==> src/rtl/opb_register_bank_ppc2simulink_if.sv <==
`default_nettype none
// ---------------------------------------------------------------------------
// Module   : opb_register_bank_ppc2simulink_if
// Purpose  : OPB master/slave signal bundle for the register bank.
//            Bus vectors keep the big-endian OPB numbering [0:31].
// Revision : 1.0 - initial release
// ---------------------------------------------------------------------------
interface opb_register_bank_ppc2simulink_if;
  logic [0:31] OPB_ABus;
  logic [0:3]  OPB_BE;
  logic [0:31] OPB_DBus;
  logic        OPB_RNW;
  logic        OPB_select;
  logic        OPB_seqAddr;
  logic [0:31] Sl_DBus;
  logic        Sl_xferAck;
  logic        Sl_errAck;
  logic        Sl_retry;
  logic        Sl_toutSup;

  modport master (
    output OPB_ABus, OPB_BE, OPB_DBus, OPB_RNW, OPB_select, OPB_seqAddr,
    input  Sl_DBus, Sl_xferAck, Sl_errAck, Sl_retry, Sl_toutSup
  );

  modport slave (
    input  OPB_ABus, OPB_BE, OPB_DBus, OPB_RNW, OPB_select, OPB_seqAddr,
    output Sl_DBus, Sl_xferAck, Sl_errAck, Sl_retry, Sl_toutSup
  );
endinterface
`default_nettype wire

==> src/rtl/opb_register_bank_ppc2simulink.sv <==
`default_nettype none
// ---------------------------------------------------------------------------
// Module   : opb_register_bank_ppc2simulink
// Purpose  : Bank of C_NUM_REGS software-writable 32-bit registers behind one
//            OPB slave window, with per-register update strobes and an
//            optional shadow/commit mode for atomic multi-register updates.
// Revision : 1.0 - initial release
// ---------------------------------------------------------------------------
module opb_register_bank_ppc2simulink #(
  parameter logic [31:0] C_BASEADDR    = 32'h01014D00,
  parameter logic [31:0] C_HIGHADDR    = 32'h01014DFF,
  parameter int          C_OPB_AWIDTH  = 32,
  parameter int          C_OPB_DWIDTH  = 32,
  parameter int          C_NUM_REGS    = 4,
  parameter int          C_COMMIT_MODE = 0,
  parameter logic [31:0] C_INIT_VALUE  = 32'h00000000
) (
  input  wire logic                       OPB_Clk,
  input  wire logic                       OPB_Rst_n,
  opb_register_bank_ppc2simulink_if.slave opb,
  output logic [32*C_NUM_REGS-1:0]        user_data_out,
  output logic [C_NUM_REGS-1:0]           user_update
);

  localparam logic [29:0] CTRL_WORD = 30'(C_NUM_REGS);

  typedef enum logic [0:0] {IDLE = 1'b0, ACK = 1'b1} state_t;

  state_t state;
  logic   ack_q;
  logic [31:0] rd_q;

  // Bus vectors are [0:31]; positional assignment maps DBus[i] to bit 31-i
  // and BE[0] to be[3] (the most significant byte).
  logic [C_OPB_AWIDTH-1:0] addr;
  logic [C_OPB_AWIDTH-1:0] diff;
  logic [C_OPB_DWIDTH-1:0] wdata;
  logic [3:0]              be;
  logic [29:0]             word;
  logic                    hit;
  logic                    wr_hit;
  logic                    commit;
  logic [31:0]             rdata;
  logic [31:0]             rd_val [C_NUM_REGS];
  logic [C_NUM_REGS-1:0]   w_wr;
  logic [C_NUM_REGS-1:0]   upd_next;
  logic [C_NUM_REGS-1:0]   pending_q;
  logic                    unused;

  assign addr   = opb.OPB_ABus;
  assign wdata  = opb.OPB_DBus;
  assign be     = opb.OPB_BE;
  assign diff   = addr - C_BASEADDR;
  assign word   = diff[31:2];
  assign unused = opb.OPB_seqAddr;

  // A transfer is only accepted from IDLE; the cycle after an ack is
  // always spent returning to IDLE, so held selects ack every other cycle.
  assign hit    = opb.OPB_select && (addr >= C_BASEADDR) && (addr <= C_HIGHADDR)
                  && (state == IDLE);
  assign wr_hit = hit && !opb.OPB_RNW;
  assign commit = wr_hit && (word == CTRL_WORD) && wdata[0] && be[0]
                  && (C_COMMIT_MODE != 0);

  function automatic logic [31:0] merge_bytes(input logic [31:0] old_v,
                                              input logic [31:0] new_v,
                                              input logic [3:0]  en);
    logic [31:0] r;
    r = old_v;
    for (int b = 0; b < 4; b++) begin
      if (en[b]) r[8*b +: 8] = new_v[8*b +: 8];
    end
    return r;
  endfunction

  for (genvar k = 0; k < C_NUM_REGS; k++) begin : g_reg
    logic [31:0] out_q;
    assign w_wr[k] = wr_hit && (word == 30'(k));
    assign user_data_out[32*k +: 32] = out_q;

    if (C_COMMIT_MODE != 0) begin : g_commit
      logic [31:0] shadow_q;
      // Writes land in the shadow; the output only moves on a commit.
      always_ff @(posedge OPB_Clk or negedge OPB_Rst_n) begin
        if (!OPB_Rst_n) begin
          shadow_q <= C_INIT_VALUE;
          out_q    <= C_INIT_VALUE;
        end else begin
          if (w_wr[k]) shadow_q <= merge_bytes(shadow_q, wdata, be);
          if (commit && pending_q[k]) out_q <= shadow_q;
        end
      end
      assign rd_val[k]   = shadow_q;
      assign upd_next[k] = commit && pending_q[k];
    end else begin : g_direct
      // Writes go straight to the fabric-facing register.
      always_ff @(posedge OPB_Clk or negedge OPB_Rst_n) begin
        if (!OPB_Rst_n) out_q <= C_INIT_VALUE;
        else if (w_wr[k]) out_q <= merge_bytes(out_q, wdata, be);
      end
      assign rd_val[k]   = out_q;
      assign upd_next[k] = w_wr[k] && (be != 4'b0000);
    end
  end

  // Read mux: registers, then the pending mask at the CTRL word, else zero.
  always_comb begin
    rdata = '0;
    for (int k = 0; k < C_NUM_REGS; k++) begin
      if (word == 30'(k)) rdata = rd_val[k];
    end
    if ((C_COMMIT_MODE != 0) && (word == CTRL_WORD)) rdata = 32'(pending_q);
  end

  // Pending mask: set by shadow writes, cleared wholesale by a commit.
  always_ff @(posedge OPB_Clk or negedge OPB_Rst_n) begin
    if (!OPB_Rst_n) pending_q <= '0;
    else if (commit) pending_q <= '0;
    else if (C_COMMIT_MODE != 0) pending_q <= pending_q | w_wr;
  end

  // Update strobes line up with the cycle the outputs take their new value.
  always_ff @(posedge OPB_Clk or negedge OPB_Rst_n) begin
    if (!OPB_Rst_n) user_update <= '0;
    else user_update <= upd_next;
  end

  // Two-state bus FSM with registered ack and read data.
  always_ff @(posedge OPB_Clk or negedge OPB_Rst_n) begin
    if (!OPB_Rst_n) begin
      state <= IDLE;
      ack_q <= 1'b0;
      rd_q  <= '0;
    end else begin
      case (state)
        IDLE: begin
          if (hit) begin
            state <= ACK;
            ack_q <= 1'b1;
            rd_q  <= opb.OPB_RNW ? rdata : 32'h0;
          end
        end
        default: begin
          state <= IDLE;
          ack_q <= 1'b0;
          rd_q  <= '0;
        end
      endcase
    end
  end

  assign opb.Sl_xferAck = ack_q;
  assign opb.Sl_DBus    = rd_q;
  assign opb.Sl_errAck  = 1'b0;
  assign opb.Sl_retry   = 1'b0;
  assign opb.Sl_toutSup = 1'b0;

endmodule
`default_nettype wire
==> src/flat_wrapper.sv <==
// flat-port wrapper written by rule: the top's interface ports become plain ports
module opb_register_bank_ppc2simulink_flat 
#(
  parameter logic [31:0] C_BASEADDR    = 32'h01014D00,
  parameter logic [31:0] C_HIGHADDR    = 32'h01014DFF,
  parameter int          C_OPB_AWIDTH  = 32,
  parameter int          C_OPB_DWIDTH  = 32,
  parameter int          C_NUM_REGS    = 4,
  parameter int          C_COMMIT_MODE = 0,
  parameter logic [31:0] C_INIT_VALUE  = 32'h00000000
)
  (OPB_Clk, OPB_Rst_n, user_data_out, user_update, opb_OPB_ABus, opb_OPB_BE, opb_OPB_DBus, opb_OPB_RNW, opb_OPB_select, opb_OPB_seqAddr, opb_Sl_DBus, opb_Sl_xferAck, opb_Sl_errAck, opb_Sl_retry, opb_Sl_toutSup);
  opb_register_bank_ppc2simulink_if opb_i ();
  input  wire logic OPB_Clk;
  input  wire logic OPB_Rst_n;
  output logic [32*C_NUM_REGS-1:0] user_data_out;
  output logic [C_NUM_REGS-1:0] user_update;
  input wire logic [$bits(opb_i.OPB_ABus)-1:0] opb_OPB_ABus;
  input wire logic [$bits(opb_i.OPB_BE)-1:0] opb_OPB_BE;
  input wire logic [$bits(opb_i.OPB_DBus)-1:0] opb_OPB_DBus;
  input wire logic [$bits(opb_i.OPB_RNW)-1:0] opb_OPB_RNW;
  input wire logic [$bits(opb_i.OPB_select)-1:0] opb_OPB_select;
  input wire logic [$bits(opb_i.OPB_seqAddr)-1:0] opb_OPB_seqAddr;
  output wire logic [$bits(opb_i.Sl_DBus)-1:0] opb_Sl_DBus;
  output wire logic [$bits(opb_i.Sl_xferAck)-1:0] opb_Sl_xferAck;
  output wire logic [$bits(opb_i.Sl_errAck)-1:0] opb_Sl_errAck;
  output wire logic [$bits(opb_i.Sl_retry)-1:0] opb_Sl_retry;
  output wire logic [$bits(opb_i.Sl_toutSup)-1:0] opb_Sl_toutSup;
  assign opb_i.OPB_ABus = opb_OPB_ABus;
  assign opb_i.OPB_BE = opb_OPB_BE;
  assign opb_i.OPB_DBus = opb_OPB_DBus;
  assign opb_i.OPB_RNW = opb_OPB_RNW;
  assign opb_i.OPB_select = opb_OPB_select;
  assign opb_i.OPB_seqAddr = opb_OPB_seqAddr;
  assign opb_Sl_DBus = opb_i.Sl_DBus;
  assign opb_Sl_xferAck = opb_i.Sl_xferAck;
  assign opb_Sl_errAck = opb_i.Sl_errAck;
  assign opb_Sl_retry = opb_i.Sl_retry;
  assign opb_Sl_toutSup = opb_i.Sl_toutSup;
  opb_register_bank_ppc2simulink #(.C_BASEADDR(C_BASEADDR), .C_HIGHADDR(C_HIGHADDR), .C_OPB_AWIDTH(C_OPB_AWIDTH), .C_OPB_DWIDTH(C_OPB_DWIDTH), .C_NUM_REGS(C_NUM_REGS), .C_COMMIT_MODE(C_COMMIT_MODE), .C_INIT_VALUE(C_INIT_VALUE)) u_core (.OPB_Clk(OPB_Clk), .OPB_Rst_n(OPB_Rst_n), .opb(opb_i), .user_data_out(user_data_out), .user_update(user_update));
endmodule
==> config.mk <==
export PLATFORM = sky130hd
export DESIGN_NAME = opb_register_bank_ppc2simulink_flat
export DESIGN_NICKNAME = d
export VERILOG_FILES = /design/src/rtl/opb_register_bank_ppc2simulink_if.sv /design/src/rtl/opb_register_bank_ppc2simulink.sv /design/src/flat_wrapper.sv
export SDC_FILE = /design/constraint.sdc
export NUM_CORES = 1
export LEC_CHECK = 0
export ABC_AREA = 1
export CAP_MARGIN = 30
export CORE_MARGIN = 2
export CORE_UTILIZATION = 45
export CTS_CLUSTER_SIZE = 30
export DETAILED_ROUTE_END_ITERATION = 10
export HOLD_SLACK_MARGIN = 0.06
export PLACE_DENSITY_LB_ADDON = 0.08
export SETUP_SLACK_MARGIN = 0.02
export SYNTH_ARGS = -nofsm -noshare
export SYNTH_HDL_FRONTEND = slang
export SYNTH_SLANG_ARGS = --single-unit
==> constraint.sdc <==
create_clock -name OPB_Clk -period 1.55 [get_ports OPB_Clk]
set_input_delay 0.31 -clock OPB_Clk [delete_from_list [all_inputs] [get_ports OPB_Clk]]
set_output_delay 0.31 -clock OPB_Clk [all_outputs]
set_load 0.02 [all_outputs]
==> flow_summary.rst <==
.. list-table::
   :header-rows: 1

   * - Metric
     - Value
   * - RSZ-0062 raised after global routing
     - true
   * - Wire length of the first global-routing pass
     - 51600 um
   * - Fin. max-slew vios
     - 0
   * - Post-synthesis instance area
     - 9430 um2
   * - Rows
     - 52
   * - Vias in the first global route
     - 9404
   * - DRT antenna net count
     - 0
   * - Startpoint of the most critical register-to-register path
     - u_core.state$_DFF_PN0_
   * - Post-DP Area
     - 12700 um2
   * - Biggest area contributors in the synthesized netlist
     - dfrtp_1 (44%), nand2_1 (13%), o21ai_2 (10%)
   * - Post-synthesis xor/xnor area fraction
     - 0%
   * - Post-DR wirelength/cell
     - approximately 21 um
   * - Final hold violations
     - 0
   * - Clock tree skew after final layout
     - 0.00982 ns
   * - Final HPWL from detailed placement
     - 20400 um
   * - Multiplexer share of the synthesized area
     - 0%
   * - Total Die Area
     - 22100 um2
   * - Fill cell total of the finished layout
     - 1370
   * - Violated checks
     - setup timing
   * - Finished Core Util
     - roughly 78%
   * - Worst-skew pair later-pin latency
     - roughly 0.44 ns
   * - Share of total power consumed by net switching
     - around 26%
   * - Count of clock tree sinks
     - between 150 and 200
   * - Mean instance size in the synthesized netlist
     - 8.14 um2
   * - Ordered list of cells on the worst path
     - buf_8 > nor2_4 > nand2_2 > nor2_4 > buf_6 > nand3_2 > nand2_1 > nor2_1 > nor2_1 > nand3_2 > nor2_8 > nand3_4 > nor2_8 > buf_12 > nand2_8 > nand2_2 > o21ai_2
   * - Fin worst setup slack
     - -0.458 ns
   * - Finished Cell Area
     - 15800 um2
   * - Category of the most critical setup path
     - in -> reg
   * - Async set or reset register ratio after synthesis
     - 100%
   * - Post-synth top flop
     - dfrtp_1
   * - Antenna violations before repair
     - 0
   * - Number of ports placed on the die boundary
     - between 200 and 250
   * - Period utilization
     - 130%
   * - Max-cap violations
     - 0
   * - Height of the chip
     - 149 um
   * - CTS root buffer
     - clkbuf_16
   * - Number of buffer cells added on primary ports
     - around 240
   * - Worst hold slack
     - 0.355 ns
   * - Adder and majority cell fraction of the synthesized area
     - 0%
   * - Timing-limited maximum frequency
     - between 400 and 500 MHz
   * - Number of clock buffers inserted by TritonCTS
     - 17
   * - Clock share of power
     - approximately 45%
   * - Slowest stage cell on the critical path
     - nor2_8
   * - Synth Register Bits
     - 166
   * - Sequential cell area fraction in the yosys report
     - 44.1%
   * - Syn Inst Count
     - 1158
   * - Cell count of the worst hold path
     - 5
   * - Area of the core
     - 20400 um2
   * - Pin count of the biggest net entering global routing
     - 42
   * - Worst Setup Start Kind
     - primary input
   * - Reg power frac
     - ~45%
   * - Proportion of netlist area held by the largest area contributor
     - between 40% and 50%
   * - Arrival time of the worst setup path
     - 2.33 ns
   * - Clk buf depth
     - 2
   * - Effective utilization at floorplan
     - 46.3%
   * - Type of the tightest min-delay check
     - in -> reg
   * - Cell accounting for the most synthesized area
     - dfrtp_1
   * - Routability-driven placement congestion ratio
     - 0.837
   * - Synth Area in Compound Gates
     - between 10% and 20%
   * - Min-Delay Startpoint
     - opb_OPB_ABus[19]
   * - Power spent charging and discharging nets
     - 2.49 mW
   * - Simple-gate area share of the yosys netlist
     - 31.6%
   * - Count of TritonRoute iterations in the first routing pass
     - 6
   * - R2R Path End
     - u_core.g_reg[2].out_q[11]$_DFFE_PN0P_
   * - Req. time, crit path
     - approximately 1.9 ns
   * - Critical Path Max Stage Delay
     - about 0.24 ns
   * - Gr usage total
     - 30.0%
   * - Synth cell types
     - 34
   * - Clock tree from TritonCTS
     - yes
   * - Post-synthesis to final-layout area growth
     - 67.6%
   * - Yosys synthesis warning count
     - 0
   * - Crit end category
     - flop
   * - Number of enable-type register cells in the synthesized netlist
     - 0
   * - Share of power burned in combinational logic
     - 10.4%
   * - Number of setup violations in the final report
     - around 160
   * - Post-Route WL
     - 36800 um
   * - R2R depth
     - 7
   * - Via density per instance
     - 5.65
   * - Nets
     - 1575
   * - Min Tclk post-route
     - 2.01 ns
   * - Vias after detailed routing
     - 10100
   * - Outcome
     - finished, violations left
   * - Areal power density over the cells
     - 614 nW/um2
   * - Critical-path maximum fanout
     - 8
   * - DRC violation count after routing
     - 0
   * - Destination of the worst hold path
     - u_core.state$_DFF_PN0_
   * - Flop-to-flop setup slack
     - 0.04 ns
   * - Clock-pin slew of the registers on the worst-case setup and hold paths
     - 0.06 ns
   * - Most frequent cell after synthesis
     - nand2_1
   * - Total grt overflow
     - 0
   * - IR Drop Worst-Case VDD
     - ~0.77 mV
   * - Largest family of logic cells by synthesized area
     - simple AND/OR/NAND/NOR gates
   * - Die Wd
     - 149 um
   * - Internal Dissipation
     - between 7 and 8 mW
   * - Cell leakage power
     - 9.80 nW
   * - Most used standard cells in the synthesized netlist
     - nand2_1 (336), dfrtp_1 (166), inv_1 (152)
   * - H-Tree Level Count
     - 4
   * - Share of final-layout standard cells stronger than drive strength 1
     - 37.9%
   * - Number of violations reported at the end of detailed-routing iteration 0
     - 763
[cells by family after synthesis]
kind of cell | after synthesis
and+or+nand+nor | 593
buffers and inverters | 230
AOI/OAI and AO/OA | 168
DFF | 166
other | 1
[worst max-delay path, delay by kind of cell]
family                 cells  cell delay, ns
AOI/OAI and AO/OA          1            0.05
and+or+nand+nor           13            1.59
buffers and inverters      3            0.37
[state kept, by name (all words and copies together) (netlist names)]
signal / flops
u_core.user_update: 4
u_core.opb.Sl_DBus: 32
u_core.state: 1
u_core.g.out_q: 128
u_core.opb.Sl_xferAck: 1
[per-stage QoR]
stage | total power, mW | setup TNS, ns | setup WS [ns] | instances
3_3_place_gp | 5.16 | -201.89 | -1.29 | 1678
2_1_floorplan | 4.66 | -71.90 | -0.503 | 1160
4_1_cts | 9.55 | -81.76 | -0.378 | 1762
5_1_grt | 9.94 | -82.95 | -0.574 | 1785
6_report | 9.70 | -62.77 | -0.458 | 1786
3_5_place_dp | 5.17 | -205.74 | -1.32 | 1678
[placed cells by master, fill, tap and decap left out, drive strengths merged, types with 7 or more instances in the layout]
cell and instances:
inv 163, nand4 134, clkdlybuf4s15 13, nor2 70, nand3 25, nor3 7
clkdlybuf4s50 37, buf 157, dlymetal6s2s 140, o21ai 163, dlygate4sd2 7, nand2 357
clkbuf 49, nor4 7, dfrtp 166
[how the worst max path moves through the flow]
stage | start | end | slack, ns | cells after the start
after global placement | opb_OPB_ABus[14] | u_core.g_reg[0].out_q[3]$_DFFE_PN0P_ | -1.29 | 16
after global routing | opb_OPB_ABus[13] | u_core.g_reg[2].out_q[11]$_DFFE_PN0P_ | -0.57 | 17
final | opb_OPB_ABus[19] | u_core.g_reg[3].out_q[11]$_DFFE_PN0P_ | -0.46 | 17
after CTS | opb_OPB_ABus[8] | u_core.opb.Sl_DBus[30]$_DFFE_PN0P_ | -0.38 | 20
after detailed placement | opb_OPB_ABus[11] | u_core.opb.Sl_DBus[18]$_DFFE_PN0P_ | -1.32 | 20
after floorplan | opb_OPB_ABus[11] | u_core.g_reg[0].out_q[13]$_DFFE_PN0P_ | -0.50 | 17
[area by class of cell]
| class | instances | area (um2) | area share, % |
|---|---|---|---|
| repair buffers | 385 | 4570 | 28.9 |
| clock buffers | 19 | 443 | 2.80 |
| well taps | 270 | 338 | 2.14 |
| clock inverters | 13 | 145 | 0.919 |
| diodes | 1 | 2.50 | 0.0158 |
| flip-flops and latches | 166 | 4160 | 26.3 |
| multi-input cells | 774 | 5520 | 34.9 |
| inverters | 158 | 621 | 3.93 |
[metal layers]
layer / track usage [%] / vias up / share of wire, % / wire, um
met5: 0 / - / 0 / 0
met1: 40.6 / 4931 / 40 / 14600
met3: 5.49 / 95 / 8.7 / 3220
met4: 8.90 / 0 / 3.3 / 1230
li1: - / 4525 / - / -
met2: 49.3 / 548 / 48 / 17800
[what timing repair did]
| item | 4_1_cts | 5_1_grt |
|---|---|---|
| endpoints found under the hold margin | 34 | 0 |
| hold buffers | 1 | 0 |
| setup endpoints to repair | 330 | 327 |
| gates resized for setup | 333 | 333 |
| buffers inserted | 37 | 9 |
| pin swaps | 79 | 44 |
| gates cloned | 14 | 17 |
[power groups by stage]
stage,clock network [mW],logic (mW),registers (mW)
after floorplan,0,0.251,4.41
after global placement,0,0.751,4.41
after detailed placement,0,0.754,4.41
after CTS,4.34,0.879,4.33
after global routing,4.54,1.07,4.33
final,4.36,1.01,4.33
Power figures use the tool's default switching activity.
